[src/rtl/hci_prio_arbiter.sv]
// Two-to-one TCDM arbiter (HWPE vs core) onto one bank port, with one-cycle response routing.
// Optional starvation guard on the low-priority side: define HCI_PRIO_ARB_STARVATION_GUARD_EN.

package hci_prio_arbiter_pkg;

    typedef struct packed {
        logic [1:0] arb_policy;
        logic       hwpe_prio;
        logic [7:0] low_prio_max_stall;
    } hci_interconnect_ctrl_t;

    typedef enum logic {
        SIDE_HWPE = 1'b0,
        SIDE_CORE = 1'b1
    } side_e;

endpackage

module hci_prio_arbiter
    import hci_prio_arbiter_pkg::*;
#(
    parameter  int unsigned DW = 32,
    parameter  int unsigned AW = 32,
    localparam int unsigned BW = DW / 8
) (
    input  logic                   clk_i,
    input  logic                   rst_ni,
    input  logic                   clear_i,
    input  hci_interconnect_ctrl_t ctrl_i,

    input  logic                   hwpe_req_i,
    output logic                   hwpe_gnt_o,
    input  logic [AW-1:0]          hwpe_add_i,
    input  logic                   hwpe_wen_i,
    input  logic [BW-1:0]          hwpe_be_i,
    input  logic [DW-1:0]          hwpe_data_i,
    output logic                   hwpe_r_valid_o,
    output logic [DW-1:0]          hwpe_r_data_o,

    input  logic                   core_req_i,
    output logic                   core_gnt_o,
    input  logic [AW-1:0]          core_add_i,
    input  logic                   core_wen_i,
    input  logic [BW-1:0]          core_be_i,
    input  logic [DW-1:0]          core_data_i,
    output logic                   core_r_valid_o,
    output logic [DW-1:0]          core_r_data_o,

    output logic                   mem_req_o,
    input  logic                   mem_gnt_i,
    output logic [AW-1:0]          mem_add_o,
    output logic                   mem_wen_o,
    output logic [BW-1:0]          mem_be_o,
    output logic [DW-1:0]          mem_data_o,
    input  logic                   mem_r_valid_i,
    input  logic [DW-1:0]          mem_r_data_i
);

    side_e hp_side;
    side_e lp_side;
    side_e winner;
    side_e rr_q;
    side_e src_q;
    logic  pend_q;

    logic  hp_req;
    logic  lp_req;
    logic  hp_hs;
    logic  lp_hs;
    logic  any_hs;
    logic  win_hwpe;
    logic  lp_overdue;
    logic  resp_ok;

    assign hp_side = ctrl_i.hwpe_prio ? SIDE_HWPE : SIDE_CORE;
    assign lp_side = ctrl_i.hwpe_prio ? SIDE_CORE : SIDE_HWPE;
    assign hp_req  = ctrl_i.hwpe_prio ? hwpe_req_i : core_req_i;
    assign lp_req  = ctrl_i.hwpe_prio ? core_req_i : hwpe_req_i;

`ifdef HCI_PRIO_ARB_STARVATION_GUARD_EN
    logic [7:0] stall_cnt_q;

    assign lp_overdue = (stall_cnt_q >= ctrl_i.low_prio_max_stall);

    // Counts high-priority wins while the low side waits; runs under every policy
    // so a policy switch inherits the current starvation history.
    always_ff @(posedge clk_i or negedge rst_ni) begin
        if (!rst_ni) begin
            stall_cnt_q <= 8'd0;
        end else if (clear_i) begin
            stall_cnt_q <= 8'd0;
        end else if (lp_hs || !lp_req) begin
            stall_cnt_q <= 8'd0;
        end else if (hp_hs && (stall_cnt_q != 8'hff)) begin
            stall_cnt_q <= stall_cnt_q + 8'd1;
        end
    end
`else
    logic unused_stall_cfg;

    assign lp_overdue       = 1'b0;
    assign unused_stall_cfg = ^ctrl_i.low_prio_max_stall;
`endif

    // Winner never depends on mem_gnt_i, so the request path stays free of gnt loops.
    always_comb begin
        winner = SIDE_HWPE;
        if (hwpe_req_i && !core_req_i) begin
            winner = SIDE_HWPE;
        end else if (core_req_i && !hwpe_req_i) begin
            winner = SIDE_CORE;
        end else if (hwpe_req_i && core_req_i) begin
            case (ctrl_i.arb_policy)
                2'b01:   winner = rr_q;
                2'b10:   winner = hp_side;
                default: winner = lp_overdue ? lp_side : hp_side;
            endcase
        end
    end

    assign win_hwpe   = (winner == SIDE_HWPE);
    assign hwpe_gnt_o = mem_gnt_i & hwpe_req_i & win_hwpe;
    assign core_gnt_o = mem_gnt_i & core_req_i & ~win_hwpe;
    assign any_hs     = hwpe_gnt_o | core_gnt_o;
    assign hp_hs      = (hp_side == SIDE_HWPE) ? hwpe_gnt_o : core_gnt_o;
    assign lp_hs      = (lp_side == SIDE_HWPE) ? hwpe_gnt_o : core_gnt_o;

    assign mem_req_o  = hwpe_req_i | core_req_i;
    assign mem_add_o  = win_hwpe ? hwpe_add_i  : core_add_i;
    assign mem_wen_o  = win_hwpe ? hwpe_wen_i  : core_wen_i;
    assign mem_be_o   = win_hwpe ? hwpe_be_i   : core_be_i;
    assign mem_data_o = win_hwpe ? hwpe_data_i : core_data_i;

    always_ff @(posedge clk_i or negedge rst_ni) begin
        if (!rst_ni) begin
            rr_q   <= SIDE_HWPE;
            src_q  <= SIDE_HWPE;
            pend_q <= 1'b0;
        end else if (clear_i) begin
            rr_q   <= SIDE_HWPE;
            src_q  <= SIDE_HWPE;
            pend_q <= 1'b0;
        end else begin
            pend_q <= any_hs;
            if (any_hs) begin
                src_q <= winner;
                rr_q  <= win_hwpe ? SIDE_CORE : SIDE_HWPE;
            end
        end
    end

    // A clear in the response cycle discards the response it would have routed.
    assign resp_ok        = mem_r_valid_i & pend_q & ~clear_i;
    assign hwpe_r_valid_o = resp_ok & (src_q == SIDE_HWPE);
    assign core_r_valid_o = resp_ok & (src_q == SIDE_CORE);
    assign hwpe_r_data_o  = mem_r_data_i;
    assign core_r_data_o  = mem_r_data_i;

endmodule
[config.mk]
export PLATFORM = sky130hd
export DESIGN_NAME = hci_prio_arbiter
export DESIGN_NICKNAME = d
export VERILOG_FILES = /design/src/rtl/hci_prio_arbiter.sv
export SDC_FILE = /design/constraint.sdc
export NUM_CORES = 1
export LEC_CHECK = 0
export CORE_AREA = 3 3 126 128
export DETAILED_ROUTE_END_ITERATION = 6
export DIE_AREA = 0 0 129 131
export MAX_ROUTING_LAYER = met4
export PLACE_DENSITY_LB_ADDON = 0.15
export RECOVER_POWER = 50
export SLEW_MARGIN = 20
export SYNTH_ARGS = -nofsm -noshare
export SYNTH_HDL_FRONTEND = slang
export SYNTH_SLANG_ARGS = --single-unit
[constraint.sdc]
create_clock -name clk_i -period 2.4 [get_ports clk_i]
set_input_delay 0.48 -clock clk_i [delete_from_list [all_inputs] [get_ports clk_i]]
set_output_delay 0.48 -clock clk_i [all_outputs]
set_load 0.02 [all_outputs]
# After elaboration in Yosys (flattened, before gate mapping)
# Cells that the tools add are included.
# Widths: inputs -> output; s select.
[classes] n_bitwise=13 eq_ne=1 muxes=15 n_reduce_logical=6
[op_table] op="$mux 32" n=2
[op_table] op="$mux 1" n=12
[op_table] op="$and 1x1->1" n=8
[op_table] op="$mux 4" n=1
[op_table] op="$logic_and 1x1->1" n=3
[op_table] op="$not 1->1" n=3
[op_table] op="$eq 2x1->1 const B" n=1
[op_table] op="$logic_not 1->1" n=2
[op_table] op="$or 1x1->1" n=2
[op_table] op="$reduce_bool 2->1" n=1
[totals] out_inout_bits=138 inputBits=188 regBits=3

# Depth between registers and ports, before layout
# Gate-level depths: netlist (run 1).
[logic_depth] depth_word=10 depth_mapped=4 mapped_depth_nobuf=3

# Least setup slack after synthesis (run 1)
# No wires, ideal clock.
[synth_timing] path_type="in2out" from="input port ctrl_i[9] (netlist name)" to="output port mem_add_o[0]" slack_ps=362 n_path_buf=1 required_ps=1920 path_stages=4 arrival_ps=1558 cell_sequence="nor2b_1 > o211ai_4 > buf_6 > mux2_2"
[synth_via] elab_chain_len=6
[synth_lines] item="start, declared" line="29" text="input hci_interconnect_ctrl_t ctrl_i,"
[synth_lines] item="$eq 2x1->1" line="113" text="case (ctrl_i.arb_policy)"
[synth_lines] item="$mux 1" line="113"
[synth_lines] item="$mux 1" line="112" text="end else if (hwpe_req_i && core_req_i) begin"
[synth_lines] item="$mux 1" line="110" text="end else if (core_req_i && !hwpe_req_i) begin"
[synth_lines] item="$mux 1" line="108" text="if (hwpe_req_i && !core_req_i) begin"
[synth_lines] item="$mux 32" line="129" text="assign mem_add_o = win_hwpe ? hwpe_add_i : core_add_i;"
[synth_lines] item="end, declared" line="51" text="output logic [AW-1:0] mem_add_o,"
# Every way passes these cells.

# Worst setup path in the final report (run 1)
[layout_timing] from="input port ctrl_i[10] (netlist name)" to="output port mem_add_o[27]"
# The elaborated chain is that of the path after synthesis.

==> flow_metrics.tcl, run 1 <==
set metrics [dict create \
    critical_path_class "in -> out" \
    layout.cells.non_filler 523 \
    cp-end-kind "output pin" \
    hold_class "in -> async" \
    grt_pass1_vias 1913 \
    layout-drive-gt1-share_pct 50.1 \
    root_buffer "clkbuf_16" \
    track_usage_pct 9.11 \
    num_io_pins 326 \
    first_pass_iters 3 \
    clk_path_buf_depth 2 \
    routed_wl_um 8680 \
    fin_worst_skew_ns 0.00154 \
    grt_setup_unrepaired "true" \
    worst_path_most_repeated_cell "buf_12" \
    synth_top_area_share_pct 50.7 \
    cts.clk_slew.worst_paths_ns 0.03 \
    cts_buffers 3 \
    totalPowerFinal_uw 1180 \
    synth_cell_type_count 18 \
    place_congestion 0.685 \
    power.density_nw_per_um2 318 \
    slowest_stage "mux2_2" \
    timing.final.ws_setup_ns -0.00333 \
    htreeDepth 1 \
    finalCoreUtilization_pct 24.7 \
    syn_area_um2 1530 \
    slew_headroom_pct 83.5 \
    crit_chain "buf_2 -> nand4bb_4 -> o211ai_4 -> buf_12 -> buf_12 -> buf_12 -> buf_16 -> mux2_2 -> buf_2" \
    setup_viol 1 \
    postRouteAntennaNets 0 \
    n_antenna_cell 0 \
    yosys_warnings 0 \
    reg2reg_depth 6 \
    drc 0 \
    die_area_um2 16900 \
    yosys.area.top_type "mux2_2" \
    drt_iter0_markers 10 \
    synth_area_leaders "mux2_2 51%, buf_4 31%, buf_6 5.1%" \
    hold_buffers 0 \
    synth_fp_nets 350 \
    nets 524 \
    post-route-min-period_ns 2.40 \
    grt_antenna_before_repair 0 \
    grt_pass1_wl_um 11200 \
    clkLatencyLatePin_ns 0.22 \
    slew_viol_final 0 \
    routedWlPerCell_um 16.6 \
    rows 45 \
    worstPathArrival_ns 1.92 \
    status "finished with violations" \
    port_buffers 221 \
    avgSynthCellArea_um2 9.47 \
    fin_crit_sh_pct 100 \
    cap_viol_max_count 0 \
    startpoint_type "input port" \
    p_leak_uw 0.00155 \
    dp_cells 505 \
    worst-path-max-fanout 6 \
    finalHoldViolCount 0 \
    worst_pin_slew_ns 0.246 \
    grt-ovfl-total 0 \
    cts.sinks 3 \
    dp_hpwl_um 6480 \
    vias 1852 \
    die_w_um 129 \
    die_y_um 131 \
    initial_core_util_pct 10.2 \
    r2r_start "rr_q$_DFFE_PN0P_" \
    regToRegSetupSlack_ns 1.09 \
    critPathMaxStageDelay_ns 0.32 \
    crit_required_ns 1.92 \
    core-area_um2 15000 \
    synth_seq_cells 3 \
    area_growth_pct 141 \
    grt_max_degree 11 \
    finalSetupTns_ns -0.00333 \
    ir_worst_vdd_mv 0.162 \
    max_clock_freq_mhz 416 \
    synth_cells 162 \
    viasPerCell 3.54 \
    violations "negative setup slack" \
    cts_tree "done" \
    ys_seq_area_share_pct 4.89 \
    hold_slack_ns 0.510 \
    worstReg2RegEnd "rr_q$_DFFE_PN0P_" \
]
[worst max-delay path by stage]
stage                          start        endpoint  slack, ns  cells past startpoint
floorplan                  ctrl_i[9]    mem_add_o[0]       0.36                      4
global placement          hwpe_req_i   mem_add_o[11]      -0.64                      6
detailed placement        hwpe_req_i   mem_data_o[2]      -0.64                      6
CTS                 rr_q$_DFFE_PN0P_  mem_data_o[15]       -0.1                      7
global route        rr_q$_DFFE_PN0P_   mem_add_o[27]      -0.07                      8
finish                    ctrl_i[10]   mem_add_o[27]     -0.003                      9
[sequential cells by signal, indices dropped and copies added, names as in the netlist]
register	flops
src_q	1
rr_q	1
pend_q	1
[through the flow]
stage	instance area, µm²	setup WS [ns]
detailed placement	3480	-0.635
global placement	3480	-0.638
global route	3700	-0.0732
finish	3700	-0.00333
floorplan	1530	0.362
CTS	3630	-0.0991
[critical path: cells and delay by family]
family,cells,cell delay [ns]
buffers and inverters,6,0.76
multiplexers,1,0.32
AND/OR/NAND/NOR,1,0.23
AO/OA/AOI/OAI,1,0.11
[where the power goes]
part | internal [µW] | switching, µW
Clock | 219 | 46.8
Combinational | 520 | 333
Sequential | 54.2 | 2.22
Total | 794 | 382
[layer usage]
layer | wire length (µm) | global-route usage (%) | vias to the layer above
met4 | 78 | 1.91 | 0
met5 | 0 | - | -
met3 | 1030 | 2.15 | 18
met2 | 4360 | 16.7 | 158
li1 | - | - | 846
met1 | 3210 | 10.1 | 830
[Yosys cell counts]
master / n
a21oi_1: 1
buf_4: 64
buf_6: 7
dfrtp_1: 3
inv_1: 2
mux2_2: 69
nand2_1: 3
nand3b_1: 1
nand4bb_1: 1
nor2_1: 2
nor2b_1: 2
nor3_1: 1
nor3b_1: 1
o211ai_4: 1
o21a_1: 1
o21ai_0: 1
o31ai_1: 1
or2_2: 1
[cells in the final DEF (no fill, tap or decap), drive strengths merged]
| cell | Yosys | routed |
|---|---|---|
| a21oi | 1 | 1 |
| buf | 71 | 91 |
| clkbuf | 0 | 4 |
| clkdlybuf4s15 | 0 | 1 |
| clkdlybuf4s50 | 0 | 144 |
| dfrtp | 3 | 3 |
| dlygate4sd2 | 0 | 3 |
| dlygate4sd3 | 0 | 1 |
| inv | 2 | 2 |
| mux2 | 69 | 69 |
| nand2 | 3 | 3 |
| nand3b | 1 | 1 |
| nand4bb | 1 | 1 |
| nor2 | 2 | 2 |
| nor2b | 2 | 2 |
| nor3 | 1 | 1 |
| nor3b | 1 | 1 |
| o211ai | 1 | 1 |
| o21a | 1 | 1 |
| o21ai | 1 | 1 |
| o31ai | 1 | 1 |
| or2 | 1 | 1 |
[cell type report]
| cell class | count | area [µm²] |
|---|---|---|
| Multi-Input combinational cell | 86 | 956 |
| Clock buffer | 4 | 78.8 |
| Fill cell | 1638 | 11300 |
| Inverter | 2 | 7.51 |
| Tap cell | 188 | 235 |
| Sequential cell | 3 | 75.1 |
| Timing Repair Buffer | 240 | 2350 |
[logic make-up after synthesis]
group                  share of synthesized area, %
multiplexers                                   50.7
AO/OA/AOI/OAI                                  3.02
flip-flops                                     4.89
AND/OR/NAND/NOR                                4.49
buffers and inverters                          36.9
[timing repair]
action,CTS,global route
setup endpoints to repair,72,70
pin swaps,2,2
resized for setup,322,25
cloned,8,0
setup buffers,5,3
Power figures use the tool's default switching activity.
==> run 2: changes to the inputs <==
Settings changed: ABC_AREA set to 1, CORE_AREA 3 3 126 128 to 3 3 127 129, DIE_AREA 0 0 129 131 to 0 0 130 132.
==> run 2 against run 1 <==
The flow now finishes without violations. Utilization rose by 1.4 points. Fmax rose by 4.1%. Wire length rose by 23%. Flip-flop and latch count did not move. Combinational power rose by 5.5%. Clock power rose by 2%. Die area rose by 1.5%. Worst hold slack improved by 0.0062 ns. Critical path type unchanged. Critical endpoint is now hwpe_gnt_o.
==> flow_metrics.tcl, run 2 <==
set metrics [dict create \
    status "finished, final reports clean" \
    synth_cells 335 \
    cts_tree "done" \
    startpoint_type "input port" \
    hold_class "in -> async" \
    ys_async_sr_fraction_pct 100 \
    grt_setup_unrepaired "false" \
    syn_area_um2 1800 \
    num_io_pins 326 \
    r2r_start "rr_q$_DFFE_PN0P_" \
    yosys_warnings 0 \
    n_antenna_cell 0 \
    critPathMaxStageDelay_ns 0.49 \
    setup_viol 0 \
    regToRegSetupSlack_ns 1.23 \
    synth_top_area_share_pct 39.5 \
    grt_pass1_wl_um 14200 \
    postRouteAntennaNets 0 \
    drc 0 \
    routedWlPerCell_um 15.6 \
    slowest_stage "clkdlybuf4s50_1" \
    grt_max_degree 35 \
    slew_headroom_pct 82.7 \
    vias 2815 \
    cts.sinks 3 \
    first_pass_iters 5 \
    clkLatencyLatePin_ns 0.23 \
    rows 45 \
    initial_core_util_pct 11.9 \
    layout-drive-gt1-share_pct 23.3 \
    finalCoreUtilization_pct 26.1 \
    grt_pass1_vias 2787 \
    wl_met3_um 795 \
    worstPathArrival_ns 1.83 \
    synth_fp_nets 523 \
    drt-met1-wl_um 4130 \
    cts.clk_slew.worst_paths_ns 0.03 \
    cpLargestDelayFamily "buffers and inverters" \
    fin_worst_skew_ns 0.00322 \
    postLayoutCellArea_um2 3950 \
    track_usage_pct 10.5 \
    synthFlopType "dfrtp_1" \
    fill_cells 1717 \
    timing.final.ws_setup_ns 0.0909 \
    synth_area_leaders "nand3_1 39%, buf_4 27%, nand2_1 16%" \
    worstReg2RegEnd "src_q$_DFFE_PN0P_" \
    top_layer "met4" \
    routed_wl_um 10700 \
    viasPerCell 4.11 \
    yosys.area.top_type "nand3_1" \
    hold_buffers 0 \
    totalPowerFinal_uw 1230 \
    area_growth_pct 120 \
    crit_required_ns 1.92 \
    crit_chain "clkdlybuf4s50_1 -> inv_1 -> nand2_2 -> nand3_4 -> buf_12 -> clkbuf_16 -> a21oi_1 -> buf_4" \
    synth.top_cells.by_count "142 x nand3_1, 79 x nand2_1, 65 x buf_4" \
    post_dp_cell_area_um2 3880 \
    die_w_um 130 \
    worst_pin_slew_ns 0.261 \
    path_buf_inv 5 \
    synth_cell_type_count 15 \
    wl_met2_um 5590 \
    yosysMostFrequentCell "nand3_1" \
    core-area_um2 15100 \
    reg2reg_depth 6 \
    nets 686 \
    layout_common_cells "145 x clkdlybuf4s50_1, 139 x nand3_1, 76 x nand2_1" \
    synth_seq_cells 3 \
    fin_crit_sh_pct 96.2 \
    worst-path-max-fanout 7 \
    avgSynthCellArea_um2 5.37 \
    cp-end-kind "output pin" \
    slew_viol_final 0 \
    cts_buffers 3 \
    grt_antenna_before_repair 0 \
    p_leak_uw 0.00194 \
    ys_seq_area_share_pct 4.17 \
    finalHoldViolCount 0 \
    die_y_um 132 \
    place_congestion 0.723 \
    ir_worst_vdd_mv 0.164 \
    port_buffers 221 \
    synth-edff-count 0 \
    final_common_cell "clkdlybuf4s50_1" \
    dp_hpwl_um 7320 \
    root_buffer "clkbuf_16" \
    post-route-min-period_ns 2.31 \
    clk_path_buf_depth 2 \
    reg_top3 "pend_q (1), rr_q (1), src_q (1)" \
    htreeDepth 1 \
    drt_iter0_markers 68 \
    power.density_nw_per_um2 310 \
    max_clock_freq_mhz 433 \
    dp_slack_ns -0.431 \
    critical_path_class "in -> out" \
    cap_viol_max_count 0 \
    die_area_um2 17200 \
    grt-ovfl-total 0 \
]
==> run 2: changes by cell type after synthesis, sizes merged, moves of 2 or more <==
| cell | delta |
|---|---|
| nand3 | +144 |
| nand2 | +78 |
| mux2 | -69 |
| buf | +15 |
| clkbuf | +7 |
| inv | +5 |
| nor2b | -2 |
==> run 2: kinds of logic (layout without fill, tap and decap cells) <==
family,count (synthesis),after routing,share of synthesized area (%)
compound gates,3,3,0.974
buf+inv,100,262,35.9
flops,3,3,4.17
simple gates,229,229,59.0
==> run 2: worst reg2reg max path: stages, from the launching register on <==
cell and delay (ns):
dfrtp_1 0.40, nand3_2 0.11, nand3_4 0.11, clkbuf_16 0.19
buf_8 0.14, nand3_1 0.06, nand2_1 0.04
==> run 2: final cells by class <==
type / instances / area (µm²) / share of cell area [%]
Multi-Input combinational cell: 232 / 1110 / 28.2
Inverter: 7 / 26.3 / 0.665
Sequential cell: 3 / 75.1 / 1.90
Clock buffer: 4 / 78.8 / 1.99
Timing Repair Buffer: 251 / 2420 / 61.3
Tap cell: 188 / 235 / 5.95
==> run 2: worst max-delay path by stage <==
stage,from,endpoint,cells past startpoint
floorplan,ctrl_i[10],hwpe_gnt_o,6
global placement,ctrl_i[9],core_gnt_o,7
detailed placement,ctrl_i[9],core_gnt_o,7
CTS,ctrl_i[10],mem_be_o[0],9
global route,ctrl_i[8],mem_add_o[17],9
finish,ctrl_i[8],hwpe_gnt_o,8
==> run 2: per-layer routing <==
layer | track usage [%] | up-vias
met4 | 2.66 | 0
met3 | 1.70 | 18
met1 | 10.9 | 1254
li1 | - | 1385
met5 | - | -
met2 | 20.3 | 158
==> run 2: timing repair <==
action	in CTS	in global routing
gates resized for setup	253	82
gates cloned	1	8
pin swaps	0	3
setup endpoints to repair	71	64
buffers inserted	0	1
==> run 2: where the power goes <==
part	internal [µW]	switching (µW)
clock network	220	50.0
registers	53.9	2.41
logic	474	427
total	748	479
==> run 2: through the flow <==
step	cells	setup TNS [ns]	hold slack [ns]
floorplan	335	0	0.184
global placement	671	-25.04	0.511
detailed placement	671	-25.23	0.511
CTS	676	-0.0304	0.451
global route	685	0	0.531
finish	685	0	0.516
==> variant: new RTL, flow settings as in run 2 <==
Change the parameter `DW` from 32 to 40.
--- a/src/rtl/hci_prio_arbiter.sv
+++ b/src/rtl/hci_prio_arbiter.sv
@@ -19,7 +19,7 @@
 module hci_prio_arbiter
     import hci_prio_arbiter_pkg::*;
 #(
-    parameter  int unsigned DW = 32,
+    parameter  int unsigned DW = 40,
     parameter  int unsigned AW = 32,
     localparam int unsigned BW = DW / 8
 ) (
Ports: changed (9 resized); port bits go from 326 to 377. The function was not compared with the original's and may differ.
==> variant against run 2 <==
Design area grew 15%; synthesized area is 17% higher; worst setup slack gained 0.018 ns; routed wire length up 26%; sequential cell count unchanged; sequential share of layout area down 0.24 points; total power up 13%; critical endpoint is now core_r_valid_o; cell count increased by 9.1%.
==> variant: results (changes against run 2) <==
Registers with the most flip-flops: pend_q (1), rr_q (1), src_q (1)
Final routed wirelength across all metal layers: 13500 um (+26%)
Largest stage delay on the critical path: 0.62 ns (+0.13 ns)
Most frequent cells after synthesis: sky130_fd_sc_hd__nand3_1, sky130_fd_sc_hd__nand2_1, sky130_fd_sc_hd__buf_4, sky130_fd_sc_hd__buf_2, sky130_fd_sc_hd__inv_1
Min-Delay Path Class: primary input to async pin
Net Count, Synth: 596 (+14%)
Final net count: 772 (+13%)
Post-CTS resize count: 349 (+38%)
Fraction of met1 tracks used by global routing: 15.5% (+4.6 points)
Slowest stage cell on the critical path: sky130_fd_sc_hd__clkdlybuf4s50_1
Worst flop-to-flop path endpoint: rr_q
Largest net degree at the start of global routing: 42 (+20%)
Final Worst Setup Slack: 0.109 ns (+0.0185 ns)
Global routing usage on met2: 24.5% (+4.3 points)
Post-Synthesis Cells: 382 (+14%)
Skew final: 0.00148 ns (-0.00174 ns)
Wire length on met2: 6860 um (+23%)
Critical path endpoint: core_r_valid_o
PortBufs: 248 (+12%)
Placer congestion estimate: 0.781 (+8.1%)
Vias in the first global route: 3135 (+12%)
Fraction of power spent switching nets: 39.7% (+0.59 points)
Post-Place Cells: 722 (+7.6%)
Worst slew margin relative to its limit: 68.5% (-14 points)
Total track usage: 13.8% (+3.2 points)
Final instance count without filler cells: 747 (+9.1%)
Initial antenna violation count: 2 (+2)
Half-perimeter wire length after detailed placement: 9350 um (+28%)
Post-place setup slack: -0.459 ns (-0.0275 ns)
DR pass1 iterations: 4 (-1)
Clock tree root driver cell: sky130_fd_sc_hd__clkbuf_16
FF-to-FF Start: rr_q
Worst hold slack: 0.511 ns (-0.00466 ns)
Number of warnings printed during yosys synthesis: 0 (unchanged)
Outcome: complete, no violations
Peak fanout along the critical path: 2 (-5)
Vias/cell: 4.35 (+5.8%)
Initial DRC Count: 124 (+82%)
CTS buffer count: 3 (unchanged)
Leading cell types by total area after synthesis: sky130_fd_sc_hd__nand3_1, sky130_fd_sc_hd__buf_4, sky130_fd_sc_hd__nand2_1
Mux share of post-synthesis cell area: 0% (unchanged)
Placed instance area: 0.00425 mm2 (+9.5%)
Reg2Reg Depth: 7 (+1)
Deepest level of the CTS H-tree: 1 (unchanged)
Proportion of synthesized chip area in sequential cells: 3.57% (-0.60 points)
Total met3 wirelength after detailed routing: 1280 um (+61%)
Share of cells above drive strength 1: 24.6% (+1.3 points)
Global-route wire length before repair: 18200 um (+28%)
Clock latency on the worst-skew pair: 0.23 ns (about the same)
Post-synthesis compound-gate area fraction: 0.833% (-0.14 points)
Cell leakage power: 2.21 nW (+14%)
Peak ir drop on the vdd network: 0.000223 V (+36%)
Fillers: 1719 (+0.12%)
Setup fix buffers added after clock tree synthesis: 6 (+6)
Arrival time of the worst setup path: 1.81 ns (-0.02 ns)
Global routing met3 resource utilization: 3.57% (+1.9 points)
Start point of the critical path: clear_i
Reg clk slew, reported paths: 0.03 ns (about the same)
Register-to-register path setup slack: 1.13 ns (-0.10 ns)
Met1 Wirelength: 5160 um (+25%)
==> variant: cell types whose count changed after synthesis, sizes merged <==
cell,delta
nand2,+9
buf,+22
nand3,+18
clkbuf,-2
==> variant: power groups by stage <==
stage	Clock, mW	Sequential (mW)	Combinational, mW
after detailed placement	0	0.0568	1.03
after global placement	0	0.0566	1.03
after CTS	0.276	0.0562	0.983
final	0.268	0.0567	1.06
after global routing	0.277	0.0570	1.14
after floorplan	0	0.0559	0.610
==> variant: critical path, delay by kind of cell <==
kind	cells	cell delay, ns
and+or+nand+nor	2	0.28
buffers and inverters	2	1.04
==> variant: area by class of cell <==
type | count | area [um2] | share of cell area [%]
Tap cell | 188 | 235 | 5.18
Sequential cell | 3 | 75.1 | 1.65
Clock buffer | 4 | 78.8 | 1.74
Timing Repair Buffer | 284 | 2860 | 63.0
Inverter | 7 | 26.3 | 0.579
Antenna cell | 2 | 5.00 | 0.110
Multi-Input combinational cell | 259 | 1260 | 27.8
